## config.mk

```make
export PLATFORM = sky130hd
export DESIGN_NAME = trdb_packet_serializer
export DESIGN_NICKNAME = d
export VERILOG_FILES = /design/src/rtl/trdb_packet_serializer.sv
export SDC_FILE = /design/constraint.sdc
export NUM_CORES = 1
export LEC_CHECK = 0
export CAP_MARGIN = 10
export CORE_UTILIZATION = 50
export DETAILED_ROUTE_END_ITERATION = 6
export DONT_BUFFER_PORTS = 1
export GPL_TIMING_DRIVEN = 0
export PLACE_DENSITY = 0.69
export REMOVE_ABC_BUFFERS = 1
export SYNTH_ARGS = -nofsm -noshare
export SYNTH_HDL_FRONTEND = slang
export SYNTH_SLANG_ARGS = --single-unit
```

## constraint.sdc

```tcl
create_clock -name clk_i -period 12.4 [get_ports clk_i]
set_input_delay 3.72 -clock clk_i [delete_from_list [all_inputs] [get_ports clk_i]]
set_output_delay 3.72 -clock clk_i [all_outputs]
set_load 0.02 [all_outputs]
```

## src/rtl/trdb_packet_serializer.sv

```systemverilog
// Packet FIFO plus 32-bit word serializer for trdb packets (LSB first).
// Define TRDB_SERIALIZER_DROP_CNT_EN to add the 16-bit drop counter output.
module trdb_packet_serializer #(
    parameter int PAYLOAD_W = 256,
    parameter int LEN_W     = 6,
    parameter int DEPTH     = 4
) (
    input  logic                 clk_i,
    input  logic                 rst_ni,
    input  logic                 valid_i,
    input  logic [PAYLOAD_W-1:0] packet_payload_i,
    input  logic [LEN_W-1:0]     payload_length_i,
    output logic [31:0]          data_o,
    output logic                 valid_o,
    input  logic                 ready_i,
    output logic                 last_o,
    output logic [3:0]           keep_o,
    output logic                 overflow_o,
    input  logic                 clear_overflow_i,
    output logic                 fifo_empty_o
`ifdef TRDB_SERIALIZER_DROP_CNT_EN
    ,
    output logic [15:0]          drop_cnt_o
`endif
);

    localparam int AW    = $clog2(DEPTH);
    localparam int MAX_B = PAYLOAD_W / 8;
    localparam logic [LEN_W-1:0] MAX_LEN = LEN_W'(MAX_B);

    typedef enum logic {IDLE, SEND} state_t;

    state_t state_q, state_d;

    logic [PAYLOAD_W-1:0] pay_mem [DEPTH];
    logic [LEN_W-1:0]     len_mem [DEPTH];

    logic [AW:0]   wr_ptr, rd_ptr;
    logic [AW-1:0] wr_idx, rd_idx;
    logic          empty, full;

    logic [PAYLOAD_W-1:0] shreg_q, shreg_d;
    logic [LEN_W-1:0]     cnt_q, cnt_d;
    logic [1:0]           tail_q, tail_d;

    logic [31:0]      len_ext;
    logic [LEN_W-1:0] len_clamp;
    logic [LEN_W-1:0] head_len;
    logic [LEN_W:0]   head_sum;
    logic             push_req, push_ok, drop, pop;

    assign wr_idx = wr_ptr[AW-1:0];
    assign rd_idx = rd_ptr[AW-1:0];
    assign empty  = (wr_ptr == rd_ptr);
    assign full   = (wr_idx == rd_idx) && (wr_ptr[AW] != rd_ptr[AW]);

    assign len_ext   = 32'(payload_length_i);
    assign len_clamp = (len_ext > 32'(MAX_B)) ? MAX_LEN : payload_length_i;

    // A pop in the same cycle frees the slot the push would otherwise lose
    assign push_req = valid_i && (payload_length_i != '0);
    assign push_ok  = push_req && (!full || pop);
    assign drop     = push_req && full && !pop;

    assign head_len = len_mem[rd_idx];
    assign head_sum = {1'b0, head_len} + (LEN_W+1)'(3);

    always_comb begin
        state_d = state_q;
        pop     = 1'b0;
        shreg_d = shreg_q;
        cnt_d   = cnt_q;
        tail_d  = tail_q;
        unique case (state_q)
            IDLE: begin
                if (!empty) begin
                    pop     = 1'b1;
                    state_d = SEND;
                end
            end
            SEND: begin
                if (ready_i) begin
                    shreg_d = shreg_q >> 32;
                    cnt_d   = cnt_q - 1'b1;
                    if (cnt_q == LEN_W'(1)) begin
                        if (!empty) begin
                            pop = 1'b1;
                        end else begin
                            state_d = IDLE;
                        end
                    end
                end
            end
            default: state_d = IDLE;
        endcase
        if (pop) begin
            shreg_d = pay_mem[rd_idx];
            cnt_d   = LEN_W'(head_sum >> 2);
            tail_d  = head_len[1:0];
        end
    end

    always_ff @(posedge clk_i) begin
        if (push_ok) begin
            pay_mem[wr_idx] <= packet_payload_i;
            len_mem[wr_idx] <= len_clamp;
        end
    end

    always_ff @(posedge clk_i) begin
        if (!rst_ni) begin
            state_q    <= IDLE;
            wr_ptr     <= '0;
            rd_ptr     <= '0;
            shreg_q    <= '0;
            cnt_q      <= '0;
            tail_q     <= '0;
            overflow_o <= 1'b0;
        end else begin
            state_q <= state_d;
            shreg_q <= shreg_d;
            cnt_q   <= cnt_d;
            tail_q  <= tail_d;
            if (push_ok) begin
                wr_ptr <= wr_ptr + 1'b1;
            end
            if (pop) begin
                rd_ptr <= rd_ptr + 1'b1;
            end
            if (drop) begin
                overflow_o <= 1'b1;
            end else if (clear_overflow_i) begin
                overflow_o <= 1'b0;
            end
        end
    end

`ifdef TRDB_SERIALIZER_DROP_CNT_EN
    always_ff @(posedge clk_i) begin
        if (!rst_ni) begin
            drop_cnt_o <= '0;
        end else if (drop) begin
            if (drop_cnt_o != 16'hFFFF) begin
                drop_cnt_o <= drop_cnt_o + 16'd1;
            end
        end else if (clear_overflow_i) begin
            drop_cnt_o <= '0;
        end
    end
`endif

    assign valid_o      = (state_q == SEND);
    assign data_o       = shreg_q[31:0];
    assign last_o       = valid_o && (cnt_q == LEN_W'(1));
    assign fifo_empty_o = empty;

    always_comb begin
        keep_o = 4'h0;
        if (valid_o) begin
            keep_o = 4'hF;
            if (last_o) begin
                unique case (tail_q)
                    2'd1:    keep_o = 4'b0001;
                    2'd2:    keep_o = 4'b0011;
                    2'd3:    keep_o = 4'b0111;
                    default: keep_o = 4'b1111;
                endcase
            end
        end
    end

endmodule

```

==> key figures <==
Yosys
  – Synthesized flop and latch total: 1,322
  – Post-synth top area cell: edfxtp_1
  – Part of the Yosys area used for sequential elements: about 72%
  – Count leader, synth: edfxtp_1
  – Main synth FF type: edfxtp_1
  – Share of the synthesized area in the top cell type: 61.4%
  – Number of flops mapped to enable cells by yosys: 1,048
  – Synth area leaders: edfxtp_1 (61%), mux4_2 (12%), dfxtp_1 (11%)
  – Synthesized area per cell: 17.7 um^2
  – Synth cell types: 49
  – Async SR Flop Fraction: 0%
  – Synth warnings: 0
  – Most frequent cells after synthesis: edfxtp_1 (1,048), nand2_1 (460), dfxtp_1 (274)
  – Synthesized area: 51,200 um^2
  – Gate count of the mapped netlist: 2,894

Global route
  – M2 GR Usage: between 30% and 40%
  – GRT Residual Overflow: 0
  – All-layer global routing usage: between 20% and 30%
  – GR Util met1: between 20% and 30%
  – Largest net degree at the start of global routing: about 110
  – Met3 Use GR: 5.18%
  – First-pass GRT wire length: 159,000 um
  – Busiest grt layer: met2
  – Vias in the first global route: 26,700
  – Initial antenna violation count: 0

Critical path
  – R2R Setup Slk: approximately 8800 ps
  – R2R Path Start: valid_o$_SDFF_PN0_
  – Worst Path Required: 12,710 ps
  – CP dominant cell by count: buf_16
  – Crit Path Class: input pin to flip-flop
  – R2R cell count: 7
  – Cell chain of the critical path: or4_1, o31a_1, o211ai_1, inv_8, buf_16, buf_16
  – Kind of start point of the critical path: input pin
  – Max stage delay on crit path: 520 ps
  – Crit path DAT: 6250 ps
  – Worst reg2reg endpoint: shreg_q[33]$_SDFFE_PN0P_
  – Worst Setup End Kind: flip-flop
  – Slowest-stage cell, CP: or4_1
  – CP max FO: 96

Timing
  – Post-Route Skew: 25.1 ps
  – Worst Tran Pin Value: 938 ps
  – Crit share post-route: 48.0%
  – # setup viols final: 0
  – Final number of hold-violating endpoints: 0
  – Max Freq: 0.168 GHz
  – Max-slew headroom: 36.1%
  – RSZ-0062 raised after global routing: false
  – Minimum clock period after layout: 5950 ps
  – Max-slew violations: 0

Cells and area
  – Synth-to-Final Area Change: 12.0%
  – Layout filler cell count: 7,557
  – Layout cells sized above 1: 25.1%
  – Multi-input gate area: ~13,000 um^2
  – Final Instance Area: 57,400 um^2
  – Register area: 37,000 um^2
  – Final net count: 3,125
  – Finished Layout Cells: 4,334
  – N_diodes: 0

Power and ir drop
  – Leakage power: 18.0 nW
  – Worst IR Drop VDD: 0.190 mV
  – Power Density: 239 nW/um^2

Floorplan
  – I/O Pins: 307
  – Starting Density: between 50% and 60%
  – Chip Height: 322 um
  – Placement Rows: 117
  – Core Box Area: 102,000 um^2
  – Die ar.: 104,000 um^2
  – X dimension of the die: 322 um

Worst hold path
  – Worst Hold End: tail_q[1]$_SDFFE_PN0N_
  – Hold path startpoint: tail_q[1]$_SDFFE_PN0N_
  – Hold Path Class: flip-flop to flip-flop
  – Min-Delay Path Depth: 2

CTS
  – CTS Hold Buffers Added: 0
  – TritonCTS clock tree: yes
  – Setup Fix Bufs, Post-CTS: 0
  – CTS Buf Count: 137
  – Gates resized, CTS repair: 0
  – Worst-Skew Late Latency: 740 ps
  – Clock transition at the registers of the reported paths: approximately 60 ps
  – Clock sink total: ~1,300
  – Root Buffer: clkbuf_16
  – Longest Clk Path Bufs: 3
  – CTS H-tree depth: 4

Drt
  – DRT antenna net count: 0
  – DRC Markers: 0
  – Routed vias: 25,200
  – Avg WL per Cell: 23.8 um
  – Avg Vias per Cell: 5.81
  – TritonRoute pass-1 iters: 5
  – Initial drt markers: 1,959
  – Total Wirelength: 103,000 um

Placed design
  – Placed Instances: 4,078
  – Detailed placer's ending HPWL: 59,500 um
  – IO Port Bufs: 0
  – Cell Area, Placed: 52,900 um^2
  – GPL Wtd Cong: roughly 0.73

Run
  – Max Cap Viol: 0

Status
  – Status: complete, no violations
-- power breakdown --
part,switching [mW],internal (mW)
combinational,2.36,1.66
sequential,0.291,5.31
clock,1.69,2.38
total,4.35,9.35
-- stage by stage --
step                      setup WS [ps]  util, %  TNS (ps)  hold WS, ps  total power, mW
after CTS                          6540     56.4         0          463             13.9
after detailed placement           5850     52.0         0          456             9.77
after floorplan                    -261        -      -768          436             9.55
after global placement            -6030     50.7  -4837120          459             10.8
after global routing               6500     56.4         0          490             14.4
final                              6450     56.4         0          459             13.7
-- state kept, by name, indices dropped and copies added (netlist names), named ones only --
signal	cells
tail_q	2
cnt_q	6
shreg_q	256
wr_ptr	3
len_mem	24
rd_ptr	3
pay_mem	1024
valid_o	1
overflow_o	1
-- worst max-delay path by stage --
stage | depth (start not counted) | slack [ps] | to | start
final | 6 | 6450 | pay_mem[3][81]$_DFFE_PP_ | payload_length_i[1]
after global routing | 2 | 6500 | keep_o[1] | valid_o$_SDFF_PN0_
after CTS | 2 | 6540 | keep_o[2] | valid_o$_SDFF_PN0_
after detailed placement | 6 | 5850 | pay_mem[3][1]$_DFFE_PP_ | payload_length_i[1]
after global placement | 5 | -6030 | cnt_q[3]$_SDFFE_PN0P_ | flip-flop
after floorplan | 5 | -260 | cnt_q[3]$_SDFFE_PN0P_ | flip-flop
-- layout by cell type, fill, tap and decap left out, types with 2 or more instances in the layout --
cell and instances:
bufinv_16 9, clkinv_16 2, and2_4 4, xor2_1 2
nand3_1 7, xnor2_2 2, a21oi_1 10, inv_1 8
clkinv_8 2, mux4_2 262, nor2_1 269, nand2_1 459
nor3_1 5, dfxtp_1 272, ha_1 9, inv_8 2
or4_1 2, inv_6 7, buf_12 3, clkinv_2 18
dfxtp_4 2, clkbuf_1 41, a22oi_1 32, clkinvlp_4 4
o211a_1 2, inv_16 3, clkinv_1 17, and2_1 3
clkbuf_16 141, a311oi_1 4, o21ai_0 4, xnor2_1 4
clkbuf_8 12, buf_16 42, nor2b_1 7, o211ai_1 2
edfxtp_1 1048, a311oi_2 220
-- worst max-delay path: cells and delay by family --
kind / cells / cell delay, ps
buffers and inverters: 3 / 1060
AOI/OAI and AO/OA: 2 / 660
and+or+nand+nor: 1 / 520
-- cells by family after synthesis --
family | share of synthesized area (%)
buffers and inverters | 2.78
AND/OR/NAND/NOR | 5.80
multiplexers | 11.6
XOR/XNOR | 0.166
AO/OA/AOI/OAI | 7.34
adder cells (fa/ha/maj) | 0.220
flip-flops | 72.1
-- final cells by class --
class | count | area share [%]
Clock buffer | 194 | 6.70
Clock inverter | 62 | 1.16
Inverter | 11 | 0.0981
Multi-Input combinational cell | 1331 | 22.5
Sequential cell | 1322 | 64.4
Tap cell | 1368 | 2.98
Timing Repair Buffer | 46 | 2.15
-- per-layer routing --
layer	vias up	part of all wire (%)
met5	-	0
met3	153	6.5
li1	11200	-
met2	691	51
met1	13100	40
met4	0	2.4
Note: power is estimated with default switching activity, not from simulation.
